==> config.mk <==
export PLATFORM = sky130hd
export DESIGN_NAME = vend_credit_fsm
export DESIGN_NICKNAME = d
export VERILOG_FILES = /design/src/rtl/vend_credit_fsm.sv
export SDC_FILE = /design/constraint.sdc
export NUM_CORES = 1
export LEC_CHECK = 0
export CAP_MARGIN = 15
export CORE_MARGIN = 3
export CORE_UTILIZATION = 35
export CTS_CLUSTER_DIAMETER = 120
export DETAILED_ROUTE_END_ITERATION = 6
export HOLD_SLACK_MARGIN = 0.08
export PLACE_DENSITY = 0.51
export SLEW_MARGIN = 20
export SYNTH_ARGS = -nofsm -noshare
export SYNTH_HDL_FRONTEND = slang
export SYNTH_SLANG_ARGS = --single-unit
==> constraint.sdc <==
create_clock -name clk -period 5.65 [get_ports clk]
set_clock_uncertainty 0.15 [all_clocks]
set_input_delay 1.695 -clock clk [delete_from_list [all_inputs] [get_ports clk]]
set_output_delay 1.695 -clock clk [all_outputs]
set_load 0.01 [all_outputs]
==> src/rtl/vend_credit_fsm.sv <==
// ---------------------------------------------------------------------------
// vend_credit_fsm
//
// Credit/control stage of the vending datapath. Coin events accumulate into an
// 8-bit cent credit; a purchase request dispenses once the credit covers PRICE,
// and any remainder (or a cancelled credit) is returned one nickel per cycle.
// credit_d/credit_en drive the downstream enabled credit/display register.
//
// All outputs are registered: the response to the inputs sampled on a rising
// clock edge is visible for the cycle that follows that edge. The state a
// cycle is spent in and the outputs shown during it are loaded by the same
// edge, so dispense is high for the whole DISPENSE cycle, change_pulse for
// every CHANGE cycle that returns a nickel, and busy for both.
//
// Optional build macro: VEND_COIN_EDGE_EN
//   defined   - nickel/dime/quarter are raw button levels; a registered
//               rising-edge detector turns each press into one event
//               (one extra cycle of coin-to-credit latency).
//   undefined - each high cycle on a coin input is one coin event.
//
// Ports:
//   clk          system clock, all logic on posedge
//   reset        synchronous active-low reset
//   nickel       coin event, 5 cents
//   dime         coin event, 10 cents
//   quarter      coin event, 25 cents
//   vend_req     purchase request
//   cancel       refund request
//   credit_d     new credit value (downstream register d)
//   credit_en    load strobe, high on cycles where credit changed
//   dispense     one-cycle item-release pulse
//   change_pulse one pulse per 5 cents returned
//   coin_reject  one-cycle pulse when a coin event is refused
//   busy         high in DISPENSE and CHANGE
// ---------------------------------------------------------------------------
module vend_credit_fsm #(
  parameter logic [7:0] PRICE      = 8'd75,
  parameter logic [7:0] MAX_CREDIT = 8'd250
) (
  input  logic       clk,
  input  logic       reset,
  input  logic       nickel,
  input  logic       dime,
  input  logic       quarter,
  input  logic       vend_req,
  input  logic       cancel,
  output logic [7:0] credit_d,
  output logic       credit_en,
  output logic       dispense,
  output logic       change_pulse,
  output logic       coin_reject,
  output logic       busy
);

  typedef enum logic [1:0] {
    S_IDLE,
    S_CREDIT,
    S_DISPENSE,
    S_CHANGE
  } state_t;

  localparam logic [8:0] NICKEL_W = 9'd5;

  state_t     state;
  state_t     state_nxt;
  logic [7:0] credit;
  logic [8:0] credit_nxt;
  logic       dispense_nxt;
  logic       change_nxt;
  logic       reject_nxt;
  logic       busy_nxt;

  logic       ev_n;
  logic       ev_d;
  logic       ev_q;
  logic [8:0] coin_sum;
  logic       coin_any;
  logic [8:0] credit_w;
  logic [8:0] sum_w;
  logic       sum_fits;

  // -------------------------------------------------------------------------
  // Coin event source
  // -------------------------------------------------------------------------
`ifdef VEND_COIN_EDGE_EN
  logic [2:0] lvl_q;
  logic [2:0] prev_q;

  // Both stages are registered so an event is a clean one-cycle pulse that is
  // independent of where the button edge falls within the cycle.
  always_ff @(posedge clk) begin
    if (!reset) begin
      lvl_q  <= '0;
      prev_q <= '0;
    end else begin
      lvl_q  <= {quarter, dime, nickel};
      prev_q <= lvl_q;
    end
  end

  assign {ev_q, ev_d, ev_n} = lvl_q & ~prev_q;
`else
  assign ev_n = nickel;
  assign ev_d = dime;
  assign ev_q = quarter;
`endif

  // Simultaneous events add up; 9 bits so credit + coins cannot wrap before
  // the ceiling comparison.
  always_comb begin
    coin_sum = (ev_n ? 9'd5  : 9'd0)
             + (ev_d ? 9'd10 : 9'd0)
             + (ev_q ? 9'd25 : 9'd0);
  end

  assign coin_any = (coin_sum != 9'd0);
  assign credit_w = {1'b0, credit};
  assign sum_w    = credit_w + coin_sum;
  assign sum_fits = (sum_w <= {1'b0, MAX_CREDIT});

  // -------------------------------------------------------------------------
  // Next-state / next-output logic
  // -------------------------------------------------------------------------
  // NOTE: every signal written here gets a default first, so no path through
  // the case statement can leave one unassigned and infer a latch.
  always_comb begin
    state_nxt    = state;
    credit_nxt   = credit_w;
    dispense_nxt = 1'b0;
    change_nxt   = 1'b0;
    reject_nxt   = 1'b0;

    unique case (state)
      S_IDLE: begin
        if (coin_any) begin
          if (coin_sum <= {1'b0, MAX_CREDIT}) begin
            state_nxt  = S_CREDIT;
            credit_nxt = coin_sum;
          end else begin
            reject_nxt = 1'b1;
          end
        end
      end

      S_CREDIT: begin
        if (cancel) begin
          // First refund nickel goes out on the same edge that enters CHANGE.
          state_nxt  = S_CHANGE;
          credit_nxt = credit_w - NICKEL_W;
          change_nxt = 1'b1;
          reject_nxt = coin_any;
        end else if (vend_req && (credit_w >= {1'b0, PRICE})) begin
          state_nxt    = S_DISPENSE;
          credit_nxt   = credit_w - {1'b0, PRICE};
          dispense_nxt = 1'b1;
          reject_nxt   = coin_any;
        end else if (coin_any) begin
          if (sum_fits) begin
            credit_nxt = sum_w;
          end else begin
            reject_nxt = 1'b1;
          end
        end
      end

      S_DISPENSE: begin
        reject_nxt = coin_any;
        if (credit != 8'd0) begin
          state_nxt  = S_CHANGE;
          credit_nxt = credit_w - NICKEL_W;
          change_nxt = 1'b1;
        end else begin
          state_nxt = S_IDLE;
        end
      end

      S_CHANGE: begin
        reject_nxt = coin_any;
        // The cycle that shows credit 0 is still CHANGE; leave on the next edge.
        if (credit != 8'd0) begin
          credit_nxt = credit_w - NICKEL_W;
          change_nxt = 1'b1;
        end else begin
          state_nxt = S_IDLE;
        end
      end

      default: begin
        state_nxt  = S_IDLE;
        credit_nxt = 9'd0;
      end
    endcase

    busy_nxt = (state_nxt == S_DISPENSE) || (state_nxt == S_CHANGE);
  end

  // -------------------------------------------------------------------------
  // State and output registers
  // -------------------------------------------------------------------------
  // NOTE: sequential state uses non-blocking assignments so every register
  // samples the pre-edge values regardless of statement order.
  always_ff @(posedge clk) begin
    if (!reset) begin
      state        <= S_IDLE;
      credit       <= 8'd0;
      credit_en    <= 1'b0;
      dispense     <= 1'b0;
      change_pulse <= 1'b0;
      coin_reject  <= 1'b0;
      busy         <= 1'b0;
    end else begin
      state        <= state_nxt;
      credit       <= credit_nxt[7:0];
      credit_en    <= (credit_nxt[7:0] != credit);
      dispense     <= dispense_nxt;
      change_pulse <= change_nxt;
      coin_reject  <= reject_nxt;
      busy         <= busy_nxt;
    end
  end

  // credit only changes together with credit_en, so the credit register
  // already holds "new value when loaded, last value otherwise".
  assign credit_d = credit;

  // -------------------------------------------------------------------------
  // Credit range checks
  // -------------------------------------------------------------------------
  credit_ceiling_a : assert property (
    @(posedge clk) disable iff (!reset) credit <= MAX_CREDIT
  );

  // A wrap below zero on any subtraction sets bit 8 of the wide next value.
  credit_underflow_a : assert property (
    @(posedge clk) disable iff (!reset) !credit_nxt[8]
  );

endmodule

==> results.cfg, run 1 <==
[status]
run_status = finished clean

[timing]
finalCriticalPeriod_ps = 5330
drv_slew = 0
max_freq_ghz = 0.188
report.final.hold_viol_count = 0
worst_pin_slew_ps = 890
tns_ps = 0
fin_crit_sh = 0.944
grt_setup_unrepaired = false
setup-violations-final = 0
relSlewSlack = 0.404

[power_and_ir_drop]
p_int_uw = 536
sw_frac_of_total = 0.542
ir_worst_vdd_mv = 0.172
p_clk_frac = 0.083
leakage_uw = 0.000981
p_per_area_mw_per_mm2 = 455
p_comb_frac = 0.710
switchingPower_uw = 633
seqPwrFrac = 0.207

[synthesis]
synth.net_count = 326
yosys-top-cells-count = nand2_1, nor2_1, a21oi_1, dfxtp_1, o21ai_0
synth_top_cell_by_area = dfxtp_1
seq_area_frac_synth = 0.131
synth_largest_type_area_fraction = 0.131
ys_ff_latch = 15
synth.area.top_cells = dfxtp_1, ha_1, nand2_1, nor2_1, a21oi_1
synthMostInstantiatedCell = nand2_1
ys_dominant_reg_cell = dfxtp_1
avgSynthCellArea_um2 = 7.50
synth_edf_count = 0
syn_area_mm2 = 0.00229
synth.distinct_cells = 81
postSynthCellCount = 306
ys_warn_count = 0
async_flop_share = 0

[cts]
clk_latency_ps = 260
cts_tree = built
clkSinkCount = 15
cts_resized = 0
cts_setup_buffers = 0
clock_path_buffers = 2
htreeDepth = 1
hold_buffers = 0
cts_root_buf = clkbuf_8
clkTransAtPathRegs_ps = 80
numCtsBuffers = 3

[die]
io_pins = 20
dieWidth_um = 87.0
coreArea_mm2 = 0.00613
start_util = 0.374
die_y_um = 87.0
rows = 28
dieArea_mm2 = 0.00756

[global_route]
grt_max_degree = 22
gr-usage-met2 = 0.333
busiest_layer = met2
grtUsageMet1 = 0.302
grt_antenna_before_repair = 0
overflow = 0
grt_pass1_vias = 2326
grt_util_met3 = 0.0303
grt_pass1_wl_um = 12700
grt_use_total = 0.214

[routing]
viasPerCell = 6.51
drt_iter0_markers = 257
routed_wl_um = 7760
ant_nets = 0
drc = 0
vias = 2537
first_pass_iters = 5
routedWlPerCell_um = 19.9

[critical_path]
timing.critical_path.required_ps = 5710
crit_family = compound AO/OA/AOI/OAI gates
start_kind = input pin
cp_num_buf_inv = 2
crit_path_end_kind = flip-flop
critPathKind = in -> reg
worstPathCellList = clkdlybuf4s50_1, ha_1, ha_1, xnor2_1, inv_1, ha_1, a211oi_2, o21bai_1, a21o_1, xor2_1, a31oi_4, a311o_1, a211oi_1, o21a_1
path_max_fanout = 8
arrival_ps = 5400
cpPeakStageDelay_ps = 460
cp_common_cell = ha_1
crit_slowest_cell = clkdlybuf4s50_1

[layout]
final_cell_area_mm2 = 0.00257
area_growth_pct = 11.8
diodes = 0
drive_gt1_frac = 0.111
nets = 336

[placed_design]
dp_hpwl_um = 5890
place_area_mm2 = 0.00252
port-buffer-count = 19
gp_congestion = 0.910

[worst_hold_path]
hp-class = reg -> reg

[job]
cap_violations = 0
## power groups by stage
stage / Clock [µW] / Sequential [µW] / Combinational (µW)
global route: 103 / 250 / 911
floorplan: 0 / 175 / 658
detailed placement: 0 / 239 / 810
finish: 96.9 / 242 / 830
global placement: 0 / 242 / 827
CTS: 98.3 / 237 / 816
## flip-flops by register name, summed over array words and instances, names as in the netlist
name and flops:
credit_d 8, state 2, busy 1, change_pulse 1, coin_reject 1, credit_en 1, dispense 1
## worst paths after layout
kind,slack (ps),cells after the start,end,startpoint
worst max register to register,2210,10,credit_d[2]$_SDFF_PN0_,credit_d[0]$_SDFF_PN0_
worst max-delay path,320,14,credit_d[2]$_SDFF_PN0_,nickel
worst min register to register,620,2,credit_d[1]$_SDFF_PN0_,credit_d[1]$_SDFF_PN0_
worst min-delay path,620,2,credit_d[1]$_SDFF_PN0_,credit_d[1]$_SDFF_PN0_
## metal layers
| metal | vias to the layer above | part of all wire |
|---|---|---|
| met3 | 24 | 0.070 |
| li1 | 1200 | - |
| met2 | 143 | 0.44 |
| met4 | 0 | 0.028 |
| met1 | 1170 | 0.47 |
| met5 | - | 0 |
## stage by stage
| stage | std cells | utilization | worst slack, ps | hold slack [ps] | total power [µW] |
|---|---|---|---|---|---|
| final | 390 | 0.419 | 317 | 617 | 1170 |
| after detailed placement | 386 | 0.411 | 107 | 602 | 1050 |
| after global routing | 390 | 0.419 | 80.8 | 681 | 1260 |
| after CTS | 390 | 0.419 | 354 | 617 | 1150 |
| after global placement | 386 | 0.411 | 207 | 599 | 1070 |
| after floorplan | 306 | - | 913 | 526 | 833 |
## cell families (layout without fill, tap and decap cells)
| group | count (synthesis) | after routing | synth area share |
|---|---|---|---|
| AO/OA/AOI/OAI | 113 | 113 | 0.366 |
| XOR/XNOR | 10 | 10 | 0.0414 |
| adder cells (fa/ha/maj) | 13 | 13 | 0.0742 |
| buffers and inverters | 33 | 42 | 0.0649 |
| flip-flops | 15 | 15 | 0.131 |
| multiplexers | 7 | 7 | 0.0338 |
| AND/OR/NAND/NOR | 115 | 115 | 0.288 |
## cell type report
| type | count | area (µm²) |
|---|---|---|
| Fill cell | 627 | 3560 |
| Clock buffer | 3 | 41.3 |
| Clock inverter | 1 | 5.00 |
| Inverter | 14 | 52.6 |
| Timing Repair Buffer | 24 | 228 |
| Tap cell | 75 | 93.8 |
| Sequential cell | 15 | 300 |
| Multi-Input combinational cell | 258 | 1850 |
## worst reg2reg max path: cells and delay by family (launching register included)
family | cells | cell delay, ps
xor+xnor | 1 | 360
fa+ha+maj | 2 | 750
compound gates | 7 | 1660
flops | 1 | 490
## cells in the final DEF, fill, tap and decap left out, types with 3 or more instances in the layout
| cell | instances |
|---|---|
| nand2_1 | 29 |
| nor2_1 | 21 |
| clkdlybuf4s50_1 | 19 |
| a21oi_1 | 15 |
| dfxtp_1 | 15 |
| o21ai_0 | 14 |
| inv_1 | 13 |
| ha_1 | 12 |
| nand3_1 | 10 |
| nor3_1 | 9 |
| a211oi_1 | 9 |
| xnor2_1 | 7 |
| a21o_1 | 7 |
| o211ai_1 | 7 |
| or3_1 | 6 |
| a31oi_1 | 6 |
| o21ai_1 | 5 |
| o21a_1 | 5 |
| nor2b_1 | 5 |
| buf_4 | 5 |
| nor3_2 | 4 |
| and2_1 | 4 |
| nand2b_1 | 4 |
| mux2i_1 | 4 |
| nand4_1 | 3 |
| and3_1 | 3 |
| o31ai_1 | 3 |
| a311oi_1 | 3 |
| a221oi_1 | 3 |
| clkbuf_8 | 3 |
Note: power is estimated with default switching activity, not from simulation.
==> run 2: changes to the inputs <==
- CAP_MARGIN: 15 -> 20
- CTS_BUF_LIST: unset -> sky130_fd_sc_hd__clkbuf_4
==> results.cfg, run 2 (synthesis results as in run 1) <==
[timing]
drv_slew = 0
tns_ps = 0
holdWs_ps = 612
grt_setup_unrepaired = false
finalCriticalPeriod_ps = 5280
relSlewSlack = 0.413
fin_crit_sh = 0.934
report.final.hold_viol_count = 0
max_freq_ghz = 0.189
setup-violations-final = 0
worst_pin_slew_ps = 877

[layout]
diodes = 0
most-common-layout-cells = nand2_1, nor2_1, clkdlybuf4s50_1
nets = 336
drive_gt1_frac = 0.111
area_growth_pct = 11.0
layout.cells.most_common = nand2_1
largest_reg_flops = 8

[die]
die_y_um = 87.0
dieArea_mm2 = 0.00756
io_pins = 20
coreArea_mm2 = 0.00613
start_util = 0.374
rows = 28
dieWidth_um = 87.0

[global_route]
grt_pass1_wl_um = 12700
overflow = 0
grt_antenna_before_repair = 0
grt_pass1_vias = 2326
grt_max_degree = 22
grt_use_total = 0.213

[cts]
cts_tree = built
cts_root_buf = clkbuf_4
clk_latency_ps = 310
hold_buffers = 0
htreeDepth = 1
numCtsBuffers = 3
cts_setup_buffers = 0
cts_resized = 0
clkTransAtPathRegs_ps = 120
clock_path_buffers = 2
clkSinkCount = 15

[placed_design]
gp_congestion = 0.910
port-buffer-count = 19
dp_hpwl_um = 5890

[critical_path]
r2r_cells = 10
arrival_ps = 5400
critPathKind = in -> reg
crit_path_end_kind = flip-flop
r2r_start = credit_d[0]$_SDFF_PN0_
start_kind = input pin
crit_end = credit_d[2]$_SDFF_PN0_
r2r_slack_ps = 2190
timing.critical_path.required_ps = 5770
r2r_end = credit_d[2]$_SDFF_PN0_
worstSetupStartpoint = nickel
path_max_fanout = 8

[power_and_ir_drop]
ir_worst_vdd_mv = 0.171
leakage_uw = 0.000973
p_per_area_mw_per_mm2 = 450

[routing]
viasPerCell = 6.59
routedWlPerCell_um = 19.8
vias = 2569
ant_nets = 0
first_pass_iters = 5
routed_wl_um = 7730
drc = 0
drt_iter0_markers = 314

[status]
run_status = finished clean

[worst_hold_path]
hp-class = reg -> reg

[job]
cap_violations = 0
-- run 2: area by class of cell --
| cell class | instances | area, µm² |
|---|---|---|
| fill | 629 | 3580 |
| multi-input combinational | 258 | 1850 |
| sequential | 15 | 300 |
| timing repair buffer | 24 | 228 |
| tap | 75 | 93.8 |
| inverter | 14 | 52.6 |
| clock buffer | 3 | 22.5 |
| clock inverter | 1 | 5.00 |
-- run 2: stage by stage --
step / utilization / worst slack (ps) / std cells / power (µW) / cell area [µm²]
after CTS: 0.416 / 407 / 390 / 1130 / 2550
after detailed placement: 0.411 / 107 / 386 / 1050 / 2520
after global placement: 0.411 / 207 / 386 / 1070 / 2520
after global routing: 0.416 / 132 / 390 / 1240 / 2550
final: 0.416 / 371 / 390 / 1150 / 2550
after floorplan: - / 913 / 306 / 833 / 2290
-- run 2: worst min path at each step --
| stage | startpoint | endpoint | slack (ps) | depth (start not counted) |
|---|---|---|---|---|
| after floorplan | state[1]$_SDFF_PN0_ | state[0]$_SDFF_PN0_ | 530 | 4 |
| after global placement | state[0]$_SDFF_PN0_ | state[0]$_SDFF_PN0_ | 600 | 4 |
| after detailed placement | state[0]$_SDFF_PN0_ | state[0]$_SDFF_PN0_ | 600 | 4 |
| after CTS | state[0]$_SDFF_PN0_ | state[0]$_SDFF_PN0_ | 620 | 4 |
| after global routing | credit_d[1]$_SDFF_PN0_ | credit_d[1]$_SDFF_PN0_ | 690 | 2 |
| final | credit_d[1]$_SDFF_PN0_ | credit_d[1]$_SDFF_PN0_ | 610 | 2 |
-- run 2: routing by layer --
| layer | up-vias | GRT usage | part of all wire |
|---|---|---|---|
| li1 | 1200 | - | - |
| met1 | 1187 | 0.302 | 0.45 |
| met2 | 160 | 0.333 | 0.44 |
| met3 | 22 | 0.0274 | 0.087 |
| met4 | 0 | 0.0680 | 0.027 |
| met5 | - | 0 | 0 |
-- run 2: power breakdown --
| group | internal, µW | switching, µW |
|---|---|---|
| clock | 26.4 | 46.1 |
| sequential | 132 | 109 |
| combinational | 354 | 477 |
-- run 2: worst max-delay path, stage by stage --
cell and delay [ps]:
clkdlybuf4s50_1 460, ha_1 240, ha_1 190, xnor2_1 350, inv_1 140, ha_1 360, a211oi_2 290, o21bai_1 110
a21o_1 260, xor2_1 360, a31oi_4 230, a311o_1 390, a211oi_1 190, o21a_1 130
==> run 3: changes to the inputs <==
- CELL_PAD_IN_SITES_DETAIL_PLACEMENT: unset -> 1
- CELL_PAD_IN_SITES_GLOBAL_PLACEMENT: unset -> 2
- CORE_UTILIZATION: 35 -> 30
- HOLD_SLACK_MARGIN: 0.08 -> unset
- PLACE_DENSITY: 0.51 -> 0.7
==> results.cfg, run 3 (synthesis results as in run 1) <==
[global_route]
grt_antenna_before_repair = 0
grt_pass1_vias = 2665
overflow = 0
grt_max_degree = 22
grt_pass1_wl_um = 15000
grt_use_total = 0.220

[power_and_ir_drop]
ir_worst_vdd_mv = 0.177
p_clk_frac = 0.060
p_comb_frac = 0.742
p_per_area_mw_per_mm2 = 454
leakage_uw = 0.000978
switchingPower_uw = 658
sw_frac_of_total = 0.561
seqPwrFrac = 0.197
p_int_uw = 516

[cts]
cts_resized = 0
hold_buffers = 0
clkTransAtPathRegs_ps = 120
numCtsBuffers = 3
clk_latency_ps = 310
htreeDepth = 1
clock_path_buffers = 2
clkSinkCount = 15
cts_tree = built
cts_root_buf = clkbuf_4
cts_setup_buffers = 0

[layout]
nets = 337
most-common-layout-cells = nand2_1, nor2_1, clkdlybuf4s50_1
drive_gt1_frac = 0.114
largest_reg_flops = 8
instances_no_fill = 415
area_growth_pct = 12.6
diodes = 0
layout.cells.most_common = nand2_1

[die]
dieWidth_um = 93.5
dieArea_mm2 = 0.00873
die_y_um = 93.5
coreArea_mm2 = 0.00733
rows = 31
io_pins = 20
start_util = 0.313

[timing]
finalCriticalPeriod_ps = 5220
report.final.hold_viol_count = 0
grt_setup_unrepaired = false
relSlewSlack = 0.422
max_freq_ghz = 0.192
setup-violations-final = 0
tns_ps = 0
fin_crit_sh = 0.923
drv_slew = 0
worst_pin_slew_ps = 864

[routing]
viasPerCell = 6.06
vias = 2514
drc = 0
first_pass_iters = 4
drt_iter0_markers = 142
routedWlPerCell_um = 22.0
routed_wl_um = 9130
ant_nets = 0

[critical_path]
critPathKind = in -> reg
start_kind = input pin
path_max_fanout = 8
timing.critical_path.required_ps = 5770
arrival_ps = 5330
crit_path_end_kind = flip-flop

[placed_design]
placed_cells = 411
port-buffer-count = 19
gp_congestion = 0.846
dp_hpwl_um = 7030

[worst_hold_path]
hp-class = reg -> reg

[status]
run_status = finished clean

[job]
cap_violations = 0
==> run 3: area by class of cell <==
class | instances | area [µm²]
Multi-Input combinational cell | 258 | 1850
Sequential cell | 15 | 300
Timing Repair Buffer | 25 | 235
Clock inverter | 1 | 5.00
Inverter | 14 | 52.6
Fill cell | 926 | 4750
Tap cell | 99 | 124
Clock buffer | 3 | 22.5
==> run 3: per-layer routing <==
layer  wire length (µm)  track usage  vias up
met3                480       0.0274       17
met1               4280        0.306     1226
met4                247       0.0769        0
met5                  0            0        -
met2               4130        0.348       80
li1                   -            -     1191
==> run 3: power groups by stage <==
stage                     Combinational (µW)  Clock (µW)  Sequential, µW
after global placement                   858           0             235
after global routing                     960        77.2             241
after CTS                                863        70.7             230
final                                    872        71.0             232
after detailed placement                 856           0             232
after floorplan                          658           0             175
==> run 3: stage by stage <==
step | worst slack (ps) | util | area [µm²] | hold WS (ps) | total power (µW)
3_5_place_dp | 113 | 0.349 | 2560 | 591 | 1090
6_report | 434 | 0.353 | 2580 | 623 | 1170
4_1_cts | 427 | 0.353 | 2580 | 609 | 1160
2_1_floorplan | 913 | - | 2290 | 526 | 833
3_3_place_gp | 222 | 0.349 | 2560 | 612 | 1090
5_1_grt | 89.4 | 0.353 | 2580 | 655 | 1280
==> run 3: worst paths after layout <==
kind | start | end | slack, ps | depth (start not counted)
max | nickel | credit_d[2]$_SDFF_PN0_ | 430 | 14
min | credit_d[1]$_SDFF_PN0_ | credit_d[1]$_SDFF_PN0_ | 620 | 2
max reg2reg | credit_d[1]$_SDFF_PN0_ | credit_en$_SDFF_PN0_ | 2110 | 8
min reg2reg | credit_d[1]$_SDFF_PN0_ | credit_d[1]$_SDFF_PN0_ | 620 | 2
==> run 3: critical path: stages <==
cell             delay [ps]
clkdlybuf4s50_1         460
ha_1                    240
ha_1                    190
xnor2_1                 320
inv_1                   120
ha_1                    350
a211oi_2                280
o21bai_1                120
a21o_1                  260
xor2_1                  360
a31oi_4                 220
a311o_1                 400
a211oi_1                190
o21a_1                  130
